**src/rtl/lc3_control_fsm.sv**
```systemverilog
// LC-3 instruction-sequencing Moore FSM: fetch/decode/execute, datapath controls and active-low memory strobes.
// Optional single-step mode: define LC3_SINGLE_STEP_EN.
module lc3_control_fsm #(
  parameter int unsigned MEM_WAIT = 2
) (
  input  logic       Clk,
  input  logic       Reset_n,
  input  logic       Run,
  input  logic       Continue,
  input  logic [3:0] Opcode,
  input  logic       IR_5,
  input  logic       IR_11,
  input  logic       BEN,
  output logic       LD_MAR,
  output logic       LD_MDR,
  output logic       LD_IR,
  output logic       LD_BEN,
  output logic       LD_CC,
  output logic       LD_REG,
  output logic       LD_PC,
  output logic       LD_LED,
  output logic       GatePC,
  output logic       GateMDR,
  output logic       GateALU,
  output logic       GateMARMUX,
  output logic [1:0] PCMUX,
  output logic       DRMUX,
  output logic       SR1MUX,
  output logic       SR2MUX,
  output logic       ADDR1MUX,
  output logic       MIO_EN,
  output logic [1:0] ADDR2MUX,
  output logic [1:0] ALUK,
  output logic       Mem_CE,
  output logic       Mem_OE,
  output logic       Mem_WE,
  output logic [4:0] State_dbg
);

  typedef enum logic [4:0] {
    HALTED = 5'd0,  S18 = 5'd1,  S33 = 5'd2,  S35 = 5'd3,  S32 = 5'd4,
    S01    = 5'd5,  S05 = 5'd6,  S09 = 5'd7,  S00 = 5'd8,  S22 = 5'd9,
    S12    = 5'd10, S04 = 5'd11, S21 = 5'd12, S20 = 5'd13, S06 = 5'd14,
    S25    = 5'd15, S27 = 5'd16, S07 = 5'd17, S23 = 5'd18, S16 = 5'd19,
    P1     = 5'd20, P2  = 5'd21
`ifdef LC3_SINGLE_STEP_EN
    , STEP = 5'd22, STEP2 = 5'd23
`endif
  } state_t;

  // Where every completed (or skipped) instruction goes next.
`ifdef LC3_SINGLE_STEP_EN
  localparam state_t RET = STEP;
`else
  localparam state_t RET = S18;
`endif

  state_t     state, next_state;
  logic [2:0] wait_cnt;
  logic       mem_state, wait_done;

  assign State_dbg = state;

  always_comb begin
    mem_state = (state == S33) || (state == S25) || (state == S16);
    wait_done = (wait_cnt == 3'(MEM_WAIT - 1));
  end

  // Memory states never follow each other, so the counter is zero on every entry.
  always_ff @(posedge Clk or negedge Reset_n) begin
    if (!Reset_n) begin
      state    <= HALTED;
      wait_cnt <= '0;
    end else begin
      state    <= next_state;
      wait_cnt <= (mem_state && !wait_done) ? wait_cnt + 3'd1 : '0;
    end
  end

  always_comb begin
    next_state = state;
    unique case (state)
      HALTED: if (Run) next_state = S18;
      S18:    next_state = S33;
      S33:    if (wait_done) next_state = S35;
      S35:    next_state = S32;
      S32: begin
        unique case (Opcode)
          4'b0001: next_state = S01;
          4'b0101: next_state = S05;
          4'b1001: next_state = S09;
          4'b0000: next_state = S00;
          4'b1100: next_state = S12;
          4'b0100: next_state = S04;
          4'b0110: next_state = S06;
          4'b0111: next_state = S07;
          4'b1101: next_state = P1;
          default: next_state = RET;
        endcase
      end
      S01, S05, S09, S22, S12, S21, S20, S27: next_state = RET;
      S00:    next_state = BEN ? S22 : RET;
      S04:    next_state = IR_11 ? S21 : S20;
      S06:    next_state = S25;
      S25:    if (wait_done) next_state = S27;
      S07:    next_state = S23;
      S23:    next_state = S16;
      S16:    if (wait_done) next_state = RET;
      P1:     if (Continue) next_state = P2;
      P2:     if (!Continue) next_state = RET;
`ifdef LC3_SINGLE_STEP_EN
      STEP:   if (Continue) next_state = STEP2;
      STEP2:  if (!Continue) next_state = S18;
`endif
      default: next_state = HALTED;
    endcase
  end

  always_comb begin
    LD_MAR = 1'b0; LD_MDR = 1'b0; LD_IR = 1'b0; LD_BEN = 1'b0;
    LD_CC = 1'b0; LD_REG = 1'b0; LD_PC = 1'b0; LD_LED = 1'b0;
    GatePC = 1'b0; GateMDR = 1'b0; GateALU = 1'b0; GateMARMUX = 1'b0;
    PCMUX = 2'b00; DRMUX = 1'b0; SR1MUX = 1'b0; SR2MUX = 1'b0;
    ADDR1MUX = 1'b0; MIO_EN = 1'b0; ADDR2MUX = 2'b00; ALUK = 2'b00;
    Mem_CE = 1'b1; Mem_OE = 1'b1; Mem_WE = 1'b1;
    unique case (state)
      S18: begin GatePC = 1'b1; LD_MAR = 1'b1; LD_PC = 1'b1; end
      S33, S25: begin Mem_CE = 1'b0; Mem_OE = 1'b0; MIO_EN = 1'b1; LD_MDR = 1'b1; end
      S35: begin GateMDR = 1'b1; LD_IR = 1'b1; end
      S32: LD_BEN = 1'b1;
      S01, S05: begin
        SR1MUX = 1'b1; SR2MUX = IR_5; ALUK = (state == S05) ? 2'b01 : 2'b00;
        GateALU = 1'b1; LD_REG = 1'b1; LD_CC = 1'b1;
      end
      S09: begin SR1MUX = 1'b1; ALUK = 2'b10; GateALU = 1'b1; LD_REG = 1'b1; LD_CC = 1'b1; end
      S22, S21: begin
        ADDR2MUX = (state == S22) ? 2'b10 : 2'b11; PCMUX = 2'b10; LD_PC = 1'b1;
      end
      S12, S20: begin SR1MUX = 1'b1; ADDR1MUX = 1'b1; PCMUX = 2'b10; LD_PC = 1'b1; end
      S04: begin GatePC = 1'b1; DRMUX = 1'b1; LD_REG = 1'b1; end
      S06, S07: begin
        SR1MUX = 1'b1; ADDR1MUX = 1'b1; ADDR2MUX = 2'b01; GateMARMUX = 1'b1; LD_MAR = 1'b1;
      end
      S27: begin GateMDR = 1'b1; LD_REG = 1'b1; LD_CC = 1'b1; end
      S23: begin ALUK = 2'b11; GateALU = 1'b1; LD_MDR = 1'b1; end
      S16: begin Mem_CE = 1'b0; Mem_WE = 1'b0; end
      P1:  LD_LED = 1'b1;
      default: ;
    endcase
  end

endmodule

```
**config.mk**
```make
export PLATFORM = sky130hd
export DESIGN_NAME = lc3_control_fsm
export DESIGN_NICKNAME = d
export VERILOG_FILES = /design/src/rtl/lc3_control_fsm.sv
export SDC_FILE = /design/constraint.sdc
export NUM_CORES = 1
export LEC_CHECK = 0
export ABC_CLOCK_PERIOD_IN_PS = 4700
export BUFFER_PORTS_ARGS = -buffer_cell sky130_fd_sc_hd__buf_2
export CAP_MARGIN = 20
export CELL_PAD_IN_SITES_DETAIL_PLACEMENT = 0
export CELL_PAD_IN_SITES_GLOBAL_PLACEMENT = 2
export CORE_MARGIN = 10
export CORE_UTILIZATION = 29
export DETAILED_ROUTE_END_ITERATION = 6
export GPL_ROUTABILITY_DRIVEN = 0
export PLACE_DENSITY = 0.89
export RECOVER_POWER = 25
export SYNTH_ARGS = -nofsm -noshare
export SYNTH_HDL_FRONTEND = slang
export SYNTH_SLANG_ARGS = --single-unit
```
**constraint.sdc**
```tcl
create_clock -name Clk -period 4.7 [get_ports Clk]
set_clock_uncertainty 0.2 [all_clocks]
set_input_delay 0 -clock Clk [delete_from_list [all_inputs] [get_ports Clk]]
set_output_delay 0 -clock Clk [all_outputs]
set_load 0.03 [all_outputs]
```
* Word level (Yosys, flattened, before mapping)
Memories as Yosys holds them, arrays and structs flattened. Cells that the tools add are included.
Operators by class: muxes and demuxes 35, eq/ne operators 28, reduce and logical (&&, ||, !) cells 23, add/sub/neg operators 1
Operators with widths (count):
- 5-bit case mux with 15 select lines | 1
- 5-bit by 4-bit equality test with 1-bit output (second input constant) | 8
- 5-bit equality test (second input constant) | 6
- 5-bit 2-to-1 mux | 6
- 1-bit 2-to-1 mux | 23
- 5-bit by 3-bit equality test with 1-bit output (second input constant) | 4
- 4-bit OR reduction | 4
- 2-bit inequality test (second input constant) | 6
- 2-bit OR reduction | 6
- 5-bit by 2-bit equality test with 1-bit output (second input constant) | 2
- 5-bit OR reduction | 2
- 3-bit OR reduction | 3
- 8-bit OR reduction | 1
- 7-bit OR reduction | 1
- 2-bit case mux with 3 select lines | 1
- 6-bit AND reduction | 1
- 5-bit by 1-bit equality test with 1-bit output (second input constant) | 1
- 5-bit logical NOT | 1
- 4-bit 2-to-1 mux | 1
- 2-bit case mux with 2 select lines | 1
- 3-bit by 1-bit adder with 3-bit output (second input constant) | 1
- 3-bit by 1-bit equality test with 1-bit output (second input constant) | 1
- 3-bit 2-to-1 mux | 1
- 1-bit logical OR | 2
- 3 further kinds | 3
Word-level totals: logic and storage cells 90, bits in registers 8, memories kept 1, bits in read-only memories 80, output and inout bits 31
Memory list:
- (no name shown) | depth 16, bits a word 5, read ports 1, clocked after memory_dff 0, write ports 0, RTL line 88 | unique case (Opcode)

* Depth between registers and ports, before layout
Gate-level depths: netlist (run 1).
word-level depth 5, depth in mapped cells 7, mapped depth without buffers 7

* Worst setup path before layout (run 1)
No wires, ideal clock.
kind reg2out, start point register state[2], in the netlist State_dbg[2], end point output Mem_OE, arrival time 2092 ps, cell stages (with the launch flop) 8, setup slack 2408 ps, cells stage by stage dfrtp_1 buf_2 buf_2 nor2_1 mux2_2 nand2_1 nor2_1 inv_1
On the way: longest elaborated chain between the ends 3
Ends and longest elaborated chain:
- start: declaration | RTL line 58 | state_t state, next_state;
- start signal: assignment | RTL line 75 | state <= next_state;
- 5-bit by 2-bit equality test with 1-bit output / 5-bit by 4-bit equality test with 1-bit output (equally long branches) | RTL line 126 | unique case (state)
- 2-bit OR reduction (*)
- 1-bit 2-to-1 mux (*) | RTL line 126
- end: declaration | RTL line 35 | output logic Mem_OE,
Every way passes the cells marked *; elsewhere a longest branch is shown, timed or not.

* Worst setup path after layout (run 1)
start point register state[1], in the netlist State_dbg[1], end point output SR1MUX
On the way: longest elaborated chain between the ends 3
Ends and longest elaborated chain:
- 5-bit by 3-bit equality test with 1-bit output (tied with other cells) | RTL line 126
- 7-bit OR reduction (no source line) (*)
- 1-bit 2-to-1 mux (*) | RTL line 126
- end: declaration | RTL line 28 | output logic SR1MUX,
Marks and branches as above.

==> metrics.md, run 1 <==
| Metric | Value |
|---|---|
| Nets | 213 |
| Fin. Hold Viols | 0 |
| Clock Latency Late Sink | 230 ps |
| Tightest Pin Transition | 958 ps |
| PostCTS Resize Cnt | 0 |
| Worst-path cell chain | nor2b_1 > a21oi_1 > a2bb2oi_1 > o21ai_0 > buf_2 |
| Post-synthesis sequential area ratio | 0.169 |
| Fillcell total | 446 |
| Mapped Area | 1180 um^2 |
| Max clock buf depth | 2 |
| Slew Limit Fails | 0 |
| Sequential power share | 0.221 |
| HPWL Detailed | 2670 um |
| Util after Layout | 0.356 |
| Die ar. | 7030 um^2 |
| CTS tree | built |
| Mapped Cells | 162 |
| Final setup TNS | 0 ps |
| Crit-path max cell delay | 930 ps |
| Largest net degree at the start of global routing | 32 |
| Number of library cell types mapped by synthesis | 48 |
| MaxCap Viol Count | 0 |
| Clock power frac | 0.083 |
| Met2 Use GR | 0.153 |
| P_leak | 0.680 nW |
| Avg WL per Cell | 14.5 um |
| Hold Crit Class | in2reg |
| Crit-path leading delay family | flip-flops |
| Die W | 83.8 um |
| Row cnt | 23 |
| Crit-path max FO | 28 |
| Sw power | 0.000590 W |
| Placed cells | 238 |
| Critical path's slowest cell | dfrtp_1 |
| Global route hottest layer | met2 |
| Crit. End Element | output port |
| Worst path buffer plus inverter count | 1 |
| Avg Inst Size Synth | 7.29 um^2 |
| Initial antenna violation count | 0 |
| Peak supply drop | 0.279 mV |
| Yosys Warn Count | 0 |
| Net count after synthesis | 180 |
| Num ports | 42 |
| CTS sink cnt | 8 |
| WP data required | 4500 ps |
| Pwr Total | 0.000986 W |
| First-pass DRT Iterations | 4 |
| CP arrival | 2310 ps |
| Setup violators final | 0 |
| Area leader, netlist | dfrtp_1 |
| Remaining Overflow, GRT | 0 |
| Slew HR | 0.361 |
| Area of the core | 3970 um^2 |
| Critical path type | reg2out |
| P_int | 0.000396 W |
| Finished Layout Cells | 243 |
| Fraction of layout cells with a size suffix above 1 | 0.269 |
| Sw frac | 0.599 |
| Pwr Density | 698 nW/um^2 |
| Top_reg_cell synth | dfrtp_1 |
| DRC | 0 |
| Post-synth top area share | 0.169 |
| Status | finished, final reports clean |
| DR vias | 1,258 |
| Flop and latch count out of synthesis | 8 |
| GR Util met3 | 0.0283 |
| Count leader, synth | nand2_1 |
| Setup crit start kind | register |
| Iteration-0 DRC Markers | 88 |
| Global-route wire length before repair | 5670 um |
| Post-Route WL | 3520 um |
| Starting Density | 0.297 |
| RSZ-0062 raised after global routing | false |
| Tcrit/Tclk final | 0.535 |
| All-layer global routing usage | 0.0922 |
| H-tree levels | 1 |
| N_diodes | 0 |
| Top post-synthesis cells by area | dfrtp_1, ha_1, a21oi_1 |
| Final Critical Period | 2510 ps |
| Comb pwr share | 0.696 |
| Root Driver | clkbuf_8 |
| Inserted Clock Buffers | 3 |
| Post-synth EDFFs | 0 |
| Post-route ant nets | 0 |
| Vias per inst | 5.18 |
| Fmax | 398 MHz |
| Async S/R FF share, synth | 1.00 |
| Synth top cells by count | nand2_1, nor2_1, a21oi_1 |
| Clock slew at reported path FFs | 40 ps |
| Port Buf Inserts | 40 |
| Vias in the first global route | 1,226 |
| Layout area overhead | 19.7% |
| GR Util met1 | 0.112 |
| Die height | 83.8 um |
-- repair_timing --
item | in CTS | in global routing
setup buffers | 0 | 0
hold buffers | 2 | 0
hold endpoints to repair | 8 | 0
-- cell type report --
cell class	instances	area (um^2)	share of cell area
Clock buffer	3	41.3	0.0292
Timing Repair Buffer	42	216	0.153
Sequential cell	8	200	0.142
Multi-Input combinational cell	132	863	0.611
Inverter	8	30.0	0.0212
Tap cell	50	62.6	0.0442
-- registers in the layout, summed over array words and instances (netlist names) --
| signal | flops |
|---|---|
| State_dbg | 5 |
| wait_cnt | 3 |
-- final timing paths --
kind                       slack (ps)           end  cells after the start         start
min                                10  State_dbg[0]                      4         IR_11
max                              2190        SR1MUX                      5  State_dbg[1]
max reg2reg                      2300  State_dbg[3]                      4  State_dbg[4]
min reg2reg                       280   wait_cnt[0]                      1   wait_cnt[0]
max in group asynchronous        3500  State_dbg[3]                      3       Reset_n
min in group asynchronous         540   wait_cnt[0]                      3       Reset_n
-- worst register-to-register path: stages (launching register included) --
cell	delay (ps)
dfrtp_1	960
o22ai_1	340
a221oi_2	400
o21ai_1	130
a22o_1	260
-- cells in the final DEF, fill, tap and decap left out, types with 4 or more instances in the layout --
cell      count
ha_1          7
nor2b_1       4
nor2_1       17
nand2b_1      4
nor3_1        7
nand2_1      18
a21oi_1      14
buf_2        37
nand3_1       4
o21ai_0       8
dfrtp_1       8
inv_1         7
-- metrics by stage --
| stage | worst slack [ps] | hold WS [ps] | instance area (um^2) |
|---|---|---|---|
| 2_1_floorplan | 2410 | -496 | 1180 |
| 3_3_place_gp | 2310 | -349 | 1360 |
| 3_5_place_dp | 2310 | -349 | 1360 |
| 4_1_cts | 2160 | 15.2 | 1420 |
| 5_1_grt | 2010 | 38.5 | 1410 |
| 6_report | 2190 | 11.4 | 1410 |
-- cell families (layout without fill, tap and decap cells) --
family,count (synthesis),count (layout),share of synthesized area
mux,6,6,0.0540
compound gates,44,44,0.262
flops,8,8,0.169
buf+inv,22,53,0.0996
fa+ha+maj,7,7,0.0741
other cells,1,1,0.00317
xor+xnor,6,6,0.0445
simple gates,68,68,0.293
-- power by group through the flow --
stage	logic (W)	clock network [W]	registers, W
2_1_floorplan	0.000621	0	0.000141
3_3_place_gp	0.000705	0	0.000220
3_5_place_dp	0.000698	0	0.000220
4_1_cts	0.000701	0.0000822	0.000219
5_1_grt	0.000748	0.0000863	0.000231
6_report	0.000687	0.0000814	0.000218
-- routing by layer --
metal / part of all wire / vias up / wire [um]
met5: 0 / - / 0
met4: 0.0097 / 0 / 34
met3: 0.058 / 4 / 205
met2: 0.47 / 31 / 1660
met1: 0.46 / 588 / 1620
li1: - / 635 / -
Power figures use the tool's default switching activity.
==> run 2, diff against run 1 <==
- ABC_CLOCK_PERIOD_IN_PS: 4700 -> 2100
- CORE_UTILIZATION: 29 -> 24
- PLACE_DENSITY: 0.89 -> 0.79
- clock period: 4.7 -> 2.1 ns (I/O delays scaled with it)
==> run 2 against run 1 <==
Compared with the run above:
- sequential share of layout area decreased by 1.5 points
- clock-buffer cell count unchanged
- largest cell class unchanged
- critical endpoint unchanged
- global-route usage decreased by 0.28 points
- die area increased by 16%
- clock power increased by 130%
- routed wire length increased by 9.3%
- utilization decreased by 1.6 points
- flip-flop and latch count unchanged
- register-to-register slack got worse by 2100 ps
==> metrics.md, run 2 (synthesized netlist as in run 1, its figures left out) <==
| Metric | Value |
|---|---|
| Status | finished, final reports clean (unchanged) |
| Setup violators final | 0 (unchanged) |
| Initial antenna violation count | 0 (unchanged) |
| Critical path's slowest cell | dfrtp_1 (unchanged) |
| Critical path type | reg2out (unchanged) |
| Avg WL per Cell | 14.0 um (was 14.5 um) |
| Worst-path cell chain | buf_12 > nor2b_1 > buf_4 > a21oi_1 > a2bb2oi_1 > o21ai_0 > buf_2 (was nor2b_1 > a21oi_1 > a2bb2oi_1 > o21ai_0 > buf_2) |
| Crit. End Element | output port (unchanged) |
| Fraction of layout cells with a size suffix above 1 | 0.399 (was 0.269) |
| Port Buf Inserts | 40 (unchanged) |
| Dpl ws | 78.3 ps (was 2310 ps) |
| MaxCap Viol Count | 0 (unchanged) |
| Worst Hold Launch | IR_11 (unchanged) |
| Reg-to-reg critical path startpoint | wait_cnt[1] (was State_dbg[4]) |
| Placed cell areas | 1530 um^2 (was 1360 um^2) |
| Crit path setup slack, layout | 116 ps (was 2190 ps) |
| Hold Crit Depth | 4 (unchanged) |
| Pwr Total | 0.00250 W (was 0.000986 W) |
| All-layer global routing usage | 0.0894 (was 0.0922) |
| Nets | 228 (was 213) |
| Commonest non-fill, non-tap cell in the layout | buf_2 (unchanged) |
| Root Driver | clkbuf_8 (unchanged) |
| Util after Layout | 0.340 (was 0.356) |
| CTS sink cnt | 8 (unchanged) |
| Starting Density | 0.248 (was 0.297) |
| Fin. Hold Viols | 0 (unchanged) |
| Vias per inst | 4.70 (was 5.18) |
| RSZ-0062 raised after global routing | false (unchanged) |
| R2r worst-path depth | 7 (was 4) |
| Worst R2R Setup Slack | 190 ps (was 2300 ps) |
| Max clock buf depth | 2 (unchanged) |
| Post-route ant nets | 0 (unchanged) |
| Max reg flops | 5 (unchanged) |
| Num ports | 42 (unchanged) |
| DRC | 0 (unchanged) |
| CP arrival | 1780 ps (was 2310 ps) |
| Crit-path max cell delay | 510 ps (was 930 ps) |
| Remaining Overflow, GRT | 0 (unchanged) |
| Inserted Clock Buffers | 3 (unchanged) |
| Hold Crit Class | in2reg (unchanged) |
| Hold Path Sink | State_dbg[0] (unchanged) |
| Iteration-0 DRC Markers | 103 (was 88) |
| HPWL Detailed | 3130 um (was 2670 um) |
| P_leak | 0.764 nW (was 0.680 nW) |
| CTS tree | built (unchanged) |
| N_diodes | 0 (unchanged) |
| Reg2reg end | State_dbg[3] (unchanged) |
| Fmax | 504 MHz |
| Post-route cell area | 1620 um^2 (was 1410 um^2) |
| WP data required | 1900 ps (was 4500 ps) |
| Tcrit/Tclk final | 0.945 |
| Row cnt | 25 (was 23) |
| Area of the core | 4750 um^2 (was 3970 um^2) |
| Global-route wire length before repair | 6280 um (was 5670 um) |
| Setup crit start kind | register (unchanged) |
| Layout area overhead | 36.8% (was 19.7%) |
| Largest net degree at the start of global routing | 16 (was 32) |
| Vias in the first global route | 1,269 (was 1,226) |
| Die ar. | 8130 um^2 (was 7030 um^2) |
| Most frequent cells in the layout | buf_2, nand2_1, nor2_1, buf_4, a21oi_1 (was buf_2, nand2_1, nor2_1) |
| Peak supply drop | 0.737 mV (was 0.279 mV) |
| Pwr Density | 1550 nW/um^2 (was 698 nW/um^2) |
| Die W | 90.2 um (was 83.8 um) |
| Final Critical Period | 1980 ps |
| DR vias | 1,293 (was 1,258) |
| Crit-path max FO | 15 (was 28) |
| Post-Route WL | 3850 um (was 3520 um) |
| Slew Limit Fails | 0 (unchanged) |
| Clock Latency Late Sink | 230 ps (about the same) |
| Clock slew at reported path FFs | 40 ps (about the same) |
| Fillcell total | 535 (was 446) |
| Final setup TNS | 0 ps (unchanged) |
| First-pass DRT Iterations | 4 (unchanged) |
| H-tree levels | 1 (unchanged) |
| Postcts setup bufs | 0 (unchanged) |
| Die height | 90.2 um (was 83.8 um) |
run 2: changes by cell type in the layout (fill, tap and decap cells not counted), sizes merged:
cell  before  now
buf       37   52
run 2: final cells by class:
type                       count  area [um^2]  share of cell area
tap                           67         83.8              0.0519
sequential                     8          205               0.127
inverter                       8         30.0              0.0186
clock buffer                   3         41.3              0.0256
multi-input combinational    132          913               0.565
timing repair buffer          57          342               0.211
run 2: worst max-delay path by stage:
stage	start	end	slack, ps
floorplan	State_dbg[2]	Mem_OE	-10
global placement	wait_cnt[1]	State_dbg[3]	80
detailed placement	State_dbg[2]	State_dbg[4]	80
CTS	State_dbg[1]	SR1MUX	30
global route	State_dbg[0]	GateALU	20
finish	State_dbg[0]	SR1MUX	120
run 2: layer usage:
metal,track usage,part of all wire
met1,0.112,0.46
met2,0.153,0.49
met3,0.0158,0.043
met4,0.0239,0.0039
met5,0,0
run 2: worst max-delay path: cells and delay by family (launching register included):
family / cells / cell delay, ps
compound gates: 3 / 290
buf+inv: 3 / 600
flops: 1 / 510
simple gates: 1 / 150
run 2: power by group:
group	switching, W	internal, W	total (W)	leakage [nW]
Combinational	0.00123	0.000750	0.00198	0.642
Sequential	0.000119	0.000211	0.000331	0.100
Clock	0.0000661	0.000125	0.000191	0.0216
run 2: per-stage QoR:
| stage | instances | hold slack [ps] |
|---|---|---|
| 6_report | 275 | 3.94 |
| 5_1_grt | 275 | 20.5 |
| 3_5_place_dp | 270 | -342 |
| 3_3_place_gp | 270 | -345 |
| 4_1_cts | 275 | 14.3 |
| 2_1_floorplan | 162 | -496 |
run 2: timing repair:
item                                    4_1_cts  5_1_grt
resized for setup                             1        8
hold endpoints to repair                      8        0
hold buffers                                  2        0
pin swaps                                     0        1
endpoints found under the setup margin        1       12
==> run 3, diff against run 2 <==
- CELL_PAD_IN_SITES_DETAIL_PLACEMENT: 0 -> not set
- CELL_PAD_IN_SITES_GLOBAL_PLACEMENT: 2 -> not set
- CORE_UTILIZATION: 24 -> 45
==> run 3 against run 2 <==
Compared with the run above:
- clock-buffer cell count unchanged
- cell count is 13% lower
- routed wire length is 5.9% lower
- via count rose by 3.2%
- largest power group unchanged
==> metrics.md, run 3 (synthesized netlist as in run 1, its figures left out) <==
| Metric | Value |
|---|---|
| Post-route ant nets | 0 (unchanged) |
| Setup crit start | State_dbg[2] (was State_dbg[0]) |
| DR vias | 1,335 (was 1,293) |
| Crit. End Element | output port (unchanged) |
| Placed cells | 234 (was 270) |
| Die W | 71.2 um (was 90.2 um) |
| Pwr Density | 1560 nW/um^2 (was 1550 nW/um^2) |
| Crit path to | SR2MUX (was SR1MUX) |
| P_leak | 0.770 nW (was 0.764 nW) |
| Final Critical Period | 1980 ps (about the same) |
| Fin. Hold Viols | 0 (unchanged) |
| Final setup TNS | 0 ps (unchanged) |
| HPWL Detailed | 2910 um (was 3130 um) |
| Critical path's slowest cell | dfrtp_2 (was dfrtp_1) |
| Critical path type | reg2out (unchanged) |
| Setup crit start kind | register (unchanged) |
| Commonest non-fill, non-tap cell in the layout | buf_2 (unchanged) |
| CTS tree | built (unchanged) |
| Largest net degree at the start of global routing | 17 (was 16) |
| DRC | 0 (unchanged) |
| Hold Crit Class | in2reg (unchanged) |
| N_diodes | 0 (unchanged) |
| Status | finished, final reports clean (unchanged) |
| Worst-path cell chain | buf_4 > clkinvlp_4 > nor4b_1 > o21a_1 > buf_2 (was buf_12 > nor2b_1 > buf_4 > a21oi_1 > a2bb2oi_1 > o21ai_0 > buf_2) |
| Final hold slack | 13.5 ps (was 3.94 ps) |
| Fillcell total | 236 (was 535) |
| Max reg flops | 5 (unchanged) |
| CP arrival | 1780 ps (about the same) |
| Port Buf Inserts | 40 (unchanged) |
| Fmax | 505 MHz (was 504 MHz) |
| H-tree levels | 1 (unchanged) |
| Worst R2R Setup Slack | 160 ps (was 190 ps) |
| Row cnt | 18 (was 25) |
| Setup violators final | 0 (unchanged) |
| Vias in the first global route | 1,301 (was 1,269) |
| Iteration-0 DRC Markers | 60 (was 103) |
| First-pass DRT Iterations | 4 (unchanged) |
| Die height | 71.2 um (was 90.2 um) |
| Reg-to-reg critical path startpoint | wait_cnt[1] (unchanged) |
| CTS sink cnt | 8 (unchanged) |
| Crit-path max FO | 9 (was 15) |
| All-layer global routing usage | 0.136 (was 0.0894) |
| Global-route wire length before repair | 5910 um (was 6280 um) |
| Crit-path max cell delay | 440 ps (was 510 ps) |
| Remaining Overflow, GRT | 0 (unchanged) |
| Die ar. | 5070 um^2 (was 8130 um^2) |
| Layout area overhead | 33.4% (was 36.8%) |
| Postcts setup bufs | 0 (unchanged) |
| WP data required | 1900 ps (about the same) |
| Finished Layout Cells | 240 (was 275) |
| Avg WL per Cell | 15.1 um (was 14.0 um) |
| R2r worst-path depth | 7 (unchanged) |
| Vias per inst | 5.56 (was 4.70) |
| MaxCap Viol Count | 0 (unchanged) |
| Inserted Clock Buffers | 3 (unchanged) |
| Post-Route WL | 3620 um (was 3850 um) |
| Root Driver | clkbuf_4 (was clkbuf_8) |
| Num ports | 42 (unchanged) |
| Most frequent cells in the layout | buf_2, nand2_1, buf_4 (was buf_2, nand2_1, nor2_1, buf_4, a21oi_1) |
| Crit path setup slack, layout | 118 ps (was 116 ps) |
| Clock slew at reported path FFs | 60 ps (was 40 ps) |
| Fraction of layout cells with a size suffix above 1 | 0.405 (was 0.399) |
| Slew Limit Fails | 0 (unchanged) |
| Starting Density | 0.472 (was 0.248) |
| Peak supply drop | 1.16 mV (was 0.737 mV) |
| Reg2reg end | State_dbg[3] (unchanged) |
| Nets | 230 (was 228) |
| RSZ-0062 raised after global routing | true (was false) |
| Tcrit/Tclk final | 0.944 (was 0.945) |
| Max clock buf depth | 2 (unchanged) |
| Dpl ws | 139 ps (was 78.3 ps) |
| Initial antenna violation count | 0 (unchanged) |
| Area of the core | 2500 um^2 (was 4750 um^2) |
| Clock Latency Late Sink | 270 ps (was 230 ps) |
## run 3: power breakdown
group | total [W] | internal [W] | switching, W
Clock | 0.000127 | 0.0000660 | 0.0000612
Sequential | 0.000316 | 0.000211 | 0.000104
Combinational | 0.00201 | 0.000762 | 0.00125
## run 3: layer usage
metal,up-vias,share of wire,track usage
met5,-,0,0
met4,0,0,0.0495
met3,0,0.072,0.0455
met2,46,0.49,0.225
met1,624,0.43,0.159
li1,665,-,-
## run 3: worst min-delay path by stage
stage / startpoint / depth (start not counted) / endpoint
after global placement: Reset_n / 1 / wait_cnt[2]
after detailed placement: Reset_n / 1 / wait_cnt[2]
final: Opcode[2] / 4 / State_dbg[4]
after CTS: Opcode[2] / 4 / State_dbg[4]
after global routing: Opcode[2] / 4 / State_dbg[4]
after floorplan: Reset_n / 0 / State_dbg[0]
## run 3: area by class of cell
type	instances	area, um^2	share of cell area
Clock buffer	3	22.5	0.0143
Inverter	8	33.8	0.0214
Multi-Input combinational cell	132	915	0.581
Sequential cell	8	204	0.129
Tap cell	30	37.5	0.0238
Timing Repair Buffer	59	363	0.230
## run 3: critical path, delay by kind of cell (launching register included)
kind            cells  cell delay (ps)
buf+inv             3              560
flops               1              440
simple gates        1              350
compound gates      1              160
## run 3: through the flow
stage | cell area [um^2] | util | power [W]
detailed placement | 1490 | 0.598 | 0.00226
CTS | 1550 | 0.619 | 0.00241
finish | 1580 | 0.630 | 0.00246
floorplan | 1210 | - | 0.00174
global placement | 1490 | 0.598 | 0.00224
global route | 1580 | 0.630 | 0.00264
## run 3: timing repair
| item | 4_1_cts | 5_1_grt |
|---|---|---|
| endpoints found under the setup margin | 1 | 15 |
| pin swaps | 0 | 1 |
| hold buffers | 3 | 0 |
| endpoints found under the hold margin | 9 | 0 |
| resized for setup | 1 | 10 |
